<file path="config.mk">
export PLATFORM = sky130hd
export DESIGN_NAME = matmul_sequencer
export DESIGN_NICKNAME = d
export VERILOG_FILES = /design/src/rtl/matmul_sequencer.sv
export SDC_FILE = /design/constraint.sdc
export NUM_CORES = 1
export LEC_CHECK = 0
export CAP_MARGIN = 15
export CORE_ASPECT_RATIO = 0.75
export CORE_UTILIZATION = 40
export CTS_BUF_LIST = sky130_fd_sc_hd__clkbuf_8
export DETAILED_ROUTE_END_ITERATION = 12
export PLACE_DENSITY = 0.61
export SLEW_MARGIN = 10
export SYNTH_ARGS = -nofsm -noshare
export SYNTH_HDL_FRONTEND = slang
export SYNTH_SLANG_ARGS = --single-unit
export TNS_END_PERCENT = 1
</file>
<file path="constraint.sdc">
create_clock -name clk -period 6.05 [get_ports clk]
set_input_delay 0.605 -clock clk [delete_from_list [all_inputs] [get_ports clk]]
set_output_delay 0.605 -clock clk [all_outputs]
set_load 0.01 [all_outputs]
</file>
<file path="src/rtl/matmul_sequencer.sv">
// matmul_sequencer: drives the select/enable lines of an NxN matrix-multiply
// datapath through operand load, MAC accumulation and result writeback.
module matmul_sequencer #(
  parameter int N     = 3,
  parameter int SEL_W = 4
) (
  input  logic             clk,
  input  logic             reset,
  input  logic             start,
  input  logic             in_valid,
  output logic             in_ready,
  output logic             load_en,
  output logic             load_mat,
  output logic [SEL_W-1:0] load_sel,
  output logic [SEL_W-1:0] mux_a_sel,
  output logic [SEL_W-1:0] mux_b_sel,
  output logic             mac_en,
  output logic             mac_clr,
  output logic             res_ld,
  output logic [SEL_W-1:0] res_sel,
  output logic             busy,
  output logic             done
);

  // state | meaning
  // IDLE  | waiting for start, all outputs low
  // LOAD  | accepting A elements then B elements from the host
  // MAC   | accumulating one dot-product term per cycle
  // WB    | writing the finished accumulator into the result bank
  // DONE  | one-cycle completion pulse

  localparam int NN   = N * N;
  localparam int LD_W = (2 * NN > 1) ? $clog2(2 * NN) : 1;

  localparam logic [LD_W-1:0]  LD_LAST = LD_W'(2 * NN - 1);
  localparam logic [LD_W-1:0]  LD_NN   = LD_W'(NN);
  localparam logic [LD_W-1:0]  LD_ONE  = LD_W'(1);
  localparam logic [SEL_W-1:0] N_SEL   = SEL_W'(N);
  localparam logic [SEL_W-1:0] N_LAST  = SEL_W'(N - 1);
  localparam logic [SEL_W-1:0] SEL_ONE = SEL_W'(1);

  if (NN > (2 ** SEL_W)) begin : g_size_check
    $error("matmul_sequencer: N*N exceeds the range of SEL_W-bit selects");
  end

  typedef enum logic [2:0] {
    ST_IDLE = 3'd0,
    ST_LOAD = 3'd1,
    ST_MAC  = 3'd2,
    ST_WB   = 3'd3,
    ST_DONE = 3'd4
  } state_t;

  state_t           state_q, state_d;
  logic [LD_W-1:0]  ld_cnt_q, ld_cnt_d;
  logic [SEL_W-1:0] i_q, i_d;
  logic [SEL_W-1:0] j_q, j_d;
  logic [SEL_W-1:0] k_q, k_d;
  logic [LD_W-1:0]  ld_idx;
  logic             xfer;

  always_ff @(posedge clk) begin
    if (reset) begin
      state_q  <= ST_IDLE;
      ld_cnt_q <= '0;
      i_q      <= '0;
      j_q      <= '0;
      k_q      <= '0;
    end else begin
      state_q  <= state_d;
      ld_cnt_q <= ld_cnt_d;
      i_q      <= i_d;
      j_q      <= j_d;
      k_q      <= k_d;
    end
  end

  assign xfer = in_valid && (state_q == ST_LOAD);

  always_comb begin
    state_d  = state_q;
    ld_cnt_d = ld_cnt_q;
    i_d      = i_q;
    j_d      = j_q;
    k_d      = k_q;
    unique case (state_q)
      ST_IDLE: begin
        if (start) begin
          state_d  = ST_LOAD;
          ld_cnt_d = '0;
          i_d      = '0;
          j_d      = '0;
          k_d      = '0;
        end
      end
      ST_LOAD: begin
        if (xfer) begin
          if (ld_cnt_q == LD_LAST) begin
            state_d  = ST_MAC;
            ld_cnt_d = '0;
            i_d      = '0;
            j_d      = '0;
            k_d      = '0;
          end else begin
            ld_cnt_d = ld_cnt_q + LD_ONE;
          end
        end
      end
      ST_MAC: begin
        if (k_q == N_LAST) begin
          state_d = ST_WB;
          k_d     = '0;
        end else begin
          k_d = k_q + SEL_ONE;
        end
      end
      ST_WB: begin
        k_d = '0;
        if ((i_q == N_LAST) && (j_q == N_LAST)) begin
          state_d = ST_DONE;
        end else begin
          state_d = ST_MAC;
          if (j_q == N_LAST) begin
            j_d = '0;
            i_d = i_q + SEL_ONE;
          end else begin
            j_d = j_q + SEL_ONE;
          end
        end
      end
      ST_DONE: state_d = ST_IDLE;
      default: state_d = ST_IDLE;
    endcase
  end

  // Second half of the load stream addresses the B bank from index 0 again.
  assign ld_idx = (ld_cnt_q >= LD_NN) ? (ld_cnt_q - LD_NN) : ld_cnt_q;

  always_comb begin
    in_ready  = 1'b0;
    load_en   = 1'b0;
    load_mat  = 1'b0;
    load_sel  = '0;
    mux_a_sel = '0;
    mux_b_sel = '0;
    mac_en    = 1'b0;
    mac_clr   = 1'b0;
    res_ld    = 1'b0;
    res_sel   = '0;
    busy      = 1'b0;
    done      = 1'b0;
    unique case (state_q)
      ST_IDLE: ;
      ST_LOAD: begin
        in_ready = 1'b1;
        load_en  = in_valid;
        load_mat = (ld_cnt_q >= LD_NN);
        load_sel = SEL_W'(ld_idx);
        busy     = 1'b1;
      end
      ST_MAC: begin
        mac_en    = 1'b1;
        mac_clr   = (k_q == '0);
        mux_a_sel = i_q * N_SEL + k_q;
        mux_b_sel = k_q * N_SEL + j_q;
        busy      = 1'b1;
      end
      ST_WB: begin
        res_ld  = 1'b1;
        res_sel = i_q * N_SEL + j_q;
        busy    = 1'b1;
      end
      ST_DONE: done = 1'b1;
      default: ;
    endcase
  end

endmodule

</file>
; Yosys cells after proc, flatten, opt, wreduce, memory -nomap -nowiden
; Index checks and enable logic that the tools add are counted.
; Widths: inputs -> output; s select.
[totals]
regBits = 20
inputBits = 4
wordCells = 77
[op_classes]
addsub = 8
mul = 2
order_cmp = 1
eq_ne = 14
muxes = 34
reduce_logical = 13
[op_table]
columns = op, count
row1 = $mux 4, 13
row2 = $pmux 4 s3, 2
row3 = $pmux 4 s4, 1
row4 = $mux 3, 5
row5 = $mux 5, 3
row6 = $add 4x1->4 const B, 3
row7 = $add 4x4->4, 3
row8 = $eq 4x2->1 const B, 3
row9 = $pmux 3 s4, 1
row10 = $ne 2x2->1 const B, 5
row11 = $pmux 5 s2, 1
row12 = $mul 4x2->4 const B, 2
row13 = $mux 1, 8
row14 = $reduce_and 4->1, 2
row15 = $eq 3x2->1 const B, 2
row16 = $reduce_and 6->1, 1
row17 = $add 5x1->5 const B, 1
row18 = $eq 5x5->1 const B, 1
row19 = $ge 5x4->1 const B, 1
row20 = $reduce_and 5->1, 1
row21 = $logic_not 4->1, 1
row22 = $reduce_bool 4->1, 1
row23 = $sub 4x4->4 const B, 1
row24 = $eq 3x1->1 const B, 1
row25 = other kinds (8), 9

; Logic depth before layout (Yosys ltp)
; Gate-level depths: netlist (run 1).
[depth]
depth_word = 4
depth_mapped = 9
mapped_depth_nobuf = 8

; Worst setup path after synthesis (run 1)
; Ideal clock, no wire load.
[synth_timing]
path_kind = flip-flop to output port
start = register j_q[1]
end = output mux_b_sel[3]
arrival_ns = 1.872
t_required_ns = 5.445
slack_ns = 3.573
stages_incl_launch_ff = 8
cell_sequence = dfxtp_1 fa_1 ha_1 inv_1 fa_1 xnor2_1 xnor2_1 nor2_1
[synth_between]
elab_chain_cells = 2
[synth_rtl]
columns = item, line_no
row1 = "start, declared", 57  ; logic [SEL_W-1:0] j_q, j_d;
row2 = "start signal, assigned", 73  ; j_q <= j_d;
row3 = $add 4x4->4, 165  ; mux_b_sel = k_q * N_SEL + j_q;
row4 = $mux 4, 152  ; unique case (state_q)
row5 = "end, declared", 16  ; output logic [SEL_W-1:0] mux_b_sel,
; Every way passes these cells.

; Worst setup path after layout (run 1)
; Same ends and word-level chain as after synthesis.

==> results of run 1 <==
[state kept, by name, summed over array words and instances (netlist names)]
register  count
j_q           4
k_q           4
state_q       3
i_q           4
ld_cnt_q      5
[where the power goes]
group	internal, W	switching (W)
Combinational	0.0000154	0.0000182
Clock	0.0000444	0.0000436
Sequential	0.000133	0.00000356
[through the flow]
step / hold WS (ps) / setup WS (ps) / utilization (%) / power [W] / cell area (sq um)
after floorplan: 474.1 / 3573 / - / 0.0001635 / 1747
after global placement: 502.2 / 3077 / 49.36 / 0.0001738 / 2038
after detailed placement: 500.4 / 3048 / 49.36 / 0.0001735 / 2038
after CTS: 510.2 / 2755 / 50.36 / 0.0002612 / 2079
after global routing: 540.2 / 2592 / 50.36 / 0.0002703 / 2079
final: 515.7 / 2777 / 50.36 / 0.0002583 / 2079
[cells in the final DEF (no fill, tap or decap)]
cell type / synthesis / layout
nor2_1: 32 / 32
clkdlybuf4s50_1: 0 / 27
ha_1: 22 / 22
dfxtp_1: 20 / 20
inv_1: 19 / 19
a21oi_1: 17 / 17
nand2_1: 12 / 12
xor2_1: 8 / 8
xnor2_1: 8 / 8
nor3_1: 6 / 6
o21ai_1: 6 / 6
fa_1: 6 / 6
and2_1: 5 / 5
and3_1: 5 / 5
nand3_1: 5 / 5
a21o_1: 4 / 4
inv_2: 3 / 3
nand4_1: 3 / 3
clkbuf_8: 0 / 3
or3b_1: 2 / 2
or3_1: 2 / 2
or4_1: 2 / 2
nand2b_1: 2 / 2
nor3b_1: 2 / 2
o21ai_0: 2 / 2
a211oi_1: 2 / 2
nor2b_2: 1 / 1
a211oi_2: 1 / 1
and4bb_4: 1 / 1
or2_1: 1 / 1
nand3_2: 1 / 1
a221o_1: 1 / 1
o32ai_1: 1 / 1
a22oi_2: 1 / 1
a31oi_1: 1 / 1
nor3_2: 1 / 1
mux2i_1: 1 / 1
nand4b_1: 1 / 1
a22oi_1: 1 / 1
a21oi_2: 1 / 1
[worst min-delay path by stage]
stage | startpoint | end | slack, ps
2_1_floorplan | i_q[3]$_SDFFE_PP0P_ | i_q[3]$_SDFFE_PP0P_ | 470
3_3_place_gp | i_q[3]$_SDFFE_PP0P_ | i_q[3]$_SDFFE_PP0P_ | 500
3_5_place_dp | i_q[3]$_SDFFE_PP0P_ | i_q[3]$_SDFFE_PP0P_ | 500
4_1_cts | i_q[3]$_SDFFE_PP0P_ | i_q[3]$_SDFFE_PP0P_ | 510
5_1_grt | i_q[3]$_SDFFE_PP0P_ | i_q[3]$_SDFFE_PP0P_ | 540
6_report | i_q[3]$_SDFFE_PP0P_ | i_q[3]$_SDFFE_PP0P_ | 520
[per-layer routing]
metal	vias to the layer above	wire, um	share of wire, %	global-route usage [%]
li1	776	-	-	-
met1	641	2111	57	29.73
met3	4	221	5.9	4.154
met4	0	44	1.2	3.968
met2	32	1341	36	22.93
met5	-	0	0	0
[final cells by class]
| type | instances | area, sq um |
|---|---|---|
| Clock buffer | 3 | 41.29 |
| Fill cell | 396 | 2049 |
| Inverter | 22 | 82.58 |
| Multi-Input combinational cell | 167 | 1216 |
| Sequential cell | 20 | 400.4 |
| Tap cell | 55 | 68.82 |
| Timing Repair Buffer | 27 | 270.3 |
[critical path, cell delays in order (launching register included)]
cell and delay (ps):
dfxtp_1 400, fa_1 570, ha_1 140, inv_1 40, fa_1 370, xnor2_1 190
xnor2_1 90, nor2_1 80, clkdlybuf4s50_1 540
[cell families (layout without fill, tap and decap cells)]
group | count (synthesis) | count (layout) | synth area share [%]
and+or+nand+nor | 84 | 84 | 24.86
DFF | 20 | 20 | 22.92
AOI/OAI and AO/OA | 38 | 38 | 13.54
buffers and inverters | 31 | 52 | 7.450
muxes | 1 | 1 | 0.5731
xor gates and xnor gates | 16 | 16 | 8.023
adders and majority gates | 28 | 28 | 22.64
==> impl_metrics.env, run 1 <==
export IMPL_status="finished clean"
export IMPL_yosys_warnings=0
export IMPL_rsz0062_at_grt="no"
export IMPL_fin_crit_ps=3273
export IMPL_areaGrowthSynthToFinish_pct=19.05
export IMPL_ys_ff_latch=20
export IMPL_finalSetupViolations=0
export IMPL_reg2reg_from="j_q[1]$_SDFFE_PP0P_"
export IMPL_initial_core_util_pct=42.30
export IMPL_antenna_cells=0
export IMPL_drive_above_1_share_pct=5.439
export IMPL_synth_cells_most_frequent="32 x nor2_1, 22 x ha_1, 20 x dfxtp_1"
export IMPL_syn_nets=250
export IMPL_tns_ps=0
export IMPL_synth_avg_cell_area_sq_um=8.012
export IMPL_crit_path_start_kind="flop"
export IMPL_cts_hold_buf=0
export IMPL_p_leak_nw=0.8443
export IMPL_first_iter_violations=84
export IMPL_cts_tree="built"
export IMPL_ys_flop_type="dfxtp_1"
export IMPL_drv_cap=0
export IMPL_viasPerCell=4.942
export IMPL_cp_endpoint="mux_b_sel[3]"
export IMPL_dpl_hpwl_um=2920
export IMPL_first_pass_iters=4
export IMPL_grt_usage_pct=18.16
export IMPL_grt_overflow_total=0
export IMPL_grt_pass1_wl_um=6423
export IMPL_worst_hold_path_num_cells=2
export IMPL_dieArea_sq_um=4638
export IMPL_yosysTopAreaCell="dfxtp_1"
export IMPL_finalHoldViolCount=0
export IMPL_synth_most_common_cell="nor2_1"
export IMPL_coreArea_sq_um=4129
export IMPL_clockBufferDepth=2
export IMPL_hp_class="flop to flop"
export IMPL_synth_edff_count=0
export IMPL_clock_sinks=20
export IMPL_dp_cells=291
export IMPL_synth_top_cell_area_share_pct=22.92
export IMPL_yosys_top_cells_area="dfxtp_1 23%, ha_1 16%, fa_1 6.9%"
export IMPL_finClkSkew_ps=4.301
export IMPL_worstPathMaxFanout=7
export IMPL_wl_per_cell_um=12.65
export IMPL_relSlewSlack_pct=51.96
export IMPL_critPathKind="flop to output pin"
export IMPL_drc=0
export IMPL_wl_um=3720
export IMPL_cp_end_kind="output pin"
export IMPL_post_route_period_util_pct=54.10
export IMPL_rr_worst_depth=6
export IMPL_dieHeight_um=59.23
export IMPL_ys_seq_area_share_pct=22.92
export IMPL_antenna_left=0
export IMPL_clock_fmax_ghz=0.3055
export IMPL_vias=1453
export IMPL_clock_latency_ps=260
export IMPL_antenna_found_initial=0
export IMPL_gp_congestion=0.7885
export IMPL_drv_slew=0
export IMPL_finalNonFillerCells=294
export IMPL_tightest_slew_ps=718.3
export IMPL_power_density_nw_per_um2=124.2
export IMPL_rows=20
export IMPL_r2r_slack_ps=3710
export IMPL_postSynth_asyncResetShare_pct=0
export IMPL_dieWidth_um=78.31
export IMPL_ys_types=43
export IMPL_cts_root_buffer="clkbuf_8"
export IMPL_cts_setup_buffers=0
export IMPL_cts_resized=0
export IMPL_grt_start_max_net_pins=18
export IMPL_arrival_ps=2670
export IMPL_crit_path_start="j_q[1]$_SDFFE_PP0P_"
export IMPL_reg2reg_to="i_q[1]$_SDFFE_PP0P_"
export IMPL_numCtsBuffers=3
export IMPL_synthCells=218
export IMPL_worstPathRequired_ps=5440
export IMPL_nets=273
export IMPL_grt_pass1_vias=1288
export IMPL_pin_count=28
export IMPL_io_buffers=27
export IMPL_ir_worst_vdd_uv=72.43
export IMPL_clkTransAtPathRegs_ps=70
export IMPL_synth_area_sq_um=1747
export IMPL_htreeDepth=1
(Power assumes the default switching activity.)
==> run 2: changes to the inputs <==
Settings changed: PLACE_DENSITY 0.61 to 0.63.
Clock period 6.05 ns to 2.8 ns, I/O delays scaled along.
==> run 2 against run 1 <==
Die area unchanged. Utilization increased by 2.9 points. Critical path depth decreased by 2.
==> impl_metrics.env, run 2 (synthesis results as in run 1) <==
export IMPL_status="finished clean"
export IMPL_swShare_pct=22.37
export IMPL_cts_root_buffer="clkbuf_8"
export IMPL_finalSetupViolations=0
export IMPL_wl_met2_um=1600
export IMPL_fillers=401
export IMPL_tns_ps=0
export IMPL_highest_layer="met4"
export IMPL_wl_met3_um=145
export IMPL_finalHoldViolCount=0
export IMPL_cp_num_buf_inv=2
export IMPL_critPathKind="flop to output pin"
export IMPL_rows=20
export IMPL_worstPathMaxFanout=8
export IMPL_clock_latency_ps=260
export IMPL_antenna_left=0
export IMPL_drv_cap=0
export IMPL_finalInstanceArea_sq_um=2198
export IMPL_vias=1536
export IMPL_cts_hold_buf=0
export IMPL_regArea_sq_um=405.4
export IMPL_ir_worst_vdd_uv=203.1
export IMPL_crit_path_start_kind="flop"
export IMPL_wl_um=4072
export IMPL_viasPerCell=5.020
export IMPL_antenna_found_initial=0
export IMPL_clock_sinks=20
export IMPL_dieHeight_um=59.23
export IMPL_power_density_nw_per_um2=300.2
export IMPL_worstPathRequired_ps=2520
export IMPL_dp_slack_ps=110.1
export IMPL_clockBufferDepth=2
export IMPL_layout_common_cells="32 x nor2_1, 23 x clkdlybuf4s50_1, 21 x ha_1"
export IMPL_tightest_slew_ps=579.7
export IMPL_grt_start_max_net_pins=18
export IMPL_dpl_hpwl_um=3203
export IMPL_post_route_period_util_pct=96.10
export IMPL_initial_core_util_pct=42.30
export IMPL_grt_pass1_wl_um=6989
export IMPL_dieArea_sq_um=4638
export IMPL_gp_congestion=0.8513
export IMPL_rsz0062_at_grt="no"
export IMPL_place_area_sq_um=2121
export IMPL_cp_end_kind="output pin"
export IMPL_htreeDepth=1
export IMPL_dieWidth_um=78.31
export IMPL_drv_slew=0
export IMPL_grt_overflow_total=0
export IMPL_grt_pass1_vias=1438
export IMPL_relSlewSlack_pct=61.28
export IMPL_cts_tree="built"
export IMPL_largest_reg_flops=5
export IMPL_wl_met1_um=2293
export IMPL_seqPwrFrac_pct=44.7
export IMPL_cts_setup_buffers=0
export IMPL_drive_above_1_share_pct=11.16
export IMPL_p_leak_nw=0.9470
export IMPL_clkTransAtPathRegs_ps=80
export IMPL_path_delay_family="adder cells"
export IMPL_finClkSkew_ps=5.152
export IMPL_final_common_cell="nor2_1"
export IMPL_wl_per_cell_um=13.31
export IMPL_grt_usage_pct=19.56
export IMPL_numCtsBuffers=3
export IMPL_clock_fmax_ghz=0.3716
export IMPL_cp_slowest_cell="clkdlybuf4s50_1"
export IMPL_first_iter_violations=61
export IMPL_nets=284
export IMPL_critPathMaxStageDelay_ps=540
export IMPL_first_pass_iters=4
export IMPL_power_switching_w=0.0001477
export IMPL_antenna_cells=0
export IMPL_crit_chain="fa_1 > ha_1 > inv_1 > fa_1 > nor2_1 > clkdlybuf4s50_1"
export IMPL_arrival_ps=2410
export IMPL_fin_crit_ps=2691
export IMPL_drc=0
export IMPL_multi_input_area_sq_um=1219
export IMPL_io_buffers=27
export IMPL_pwr_share_clk_pct=44.1
export IMPL_top_register="ld_cnt_q"
export IMPL_internal_power_w=0.0005123
export IMPL_hp_class="flop to flop"
export IMPL_p_comb_share_pct=11.2
export IMPL_pin_count=28
export IMPL_cpMostUsedCell="fa_1"
export IMPL_areaGrowthSynthToFinish_pct=25.86
export IMPL_coreArea_sq_um=4129
export IMPL_fin_ws_ps=109.1
==> run 2: final timing paths <==
check	start	endpoint	slack, ps	cells past startpoint
min	i_q[3]$_SDFFE_PP0P_	i_q[3]$_SDFFE_PP0P_	510	2
min reg2reg	i_q[3]$_SDFFE_PP0P_	i_q[3]$_SDFFE_PP0P_	510	2
max reg2reg	j_q[1]$_SDFFE_PP0P_	i_q[1]$_SDFFE_PP0P_	780	8
max	k_q[1]$_SDFFE_PP0P_	mux_b_sel[2]	110	6
==> run 2: layout make-up <==
class                           instances  share of cell area (%)
Inverter                               22                   3.756
Clock inverter                          1                   1.366
Multi-Input combinational cell        167                   55.44
Clock buffer                            3                   1.878
Sequential cell                        20                   18.44
Tap cell                               55                   3.130
Timing Repair Buffer                   38                   15.99
==> run 2: what timing repair did <==
action,CTS,global route
pin swaps,1,0
setup endpoints to repair,4,6
gates resized for setup,4,4
==> run 2: power groups by stage <==
stage | Sequential, W | Combinational [W] | Clock, W
after detailed placement | 0.000302 | 0.0000739 | 0
after global routing | 0.000296 | 0.0000820 | 0.000310
final | 0.000295 | 0.0000740 | 0.000291
after global placement | 0.000302 | 0.0000732 | 0
after floorplan | 0.000299 | 0.0000547 | 0
after CTS | 0.000296 | 0.0000742 | 0.000298
==> run 2: worst reg2reg max path, stage by stage, from the launching register on <==
cell	delay, ps
dfxtp_1	360
buf_4	170
ha_1	150
nor3b_1	180
buf_4	170
o21ai_1	60
a221o_1	390
or3_1	350
a21oi_2	130
==> run 2: metrics by stage <==
| stage | util, % | hold slack [ps] | std cells | total power [W] |
|---|---|---|---|---|
| final | 53.24 | 512.6 | 306 | 0.0006600 |
| after global routing | 53.24 | 553.4 | 306 | 0.0006884 |
| after CTS | 53.03 | 513.9 | 306 | 0.0006677 |
| after detailed placement | 51.36 | 502.4 | 302 | 0.0003763 |
| after global placement | 51.36 | 496.5 | 302 | 0.0003756 |
| after floorplan | - | 440.1 | 218 | 0.0003532 |
==> run 2: layer usage <==
metal | track usage [%] | vias to the layer above
li1 | - | 797
met1 | 30.78 | 713
met2 | 27.57 | 24
met3 | 3.231 | 2
met4 | 3.968 | 0
met5 | 0 | -
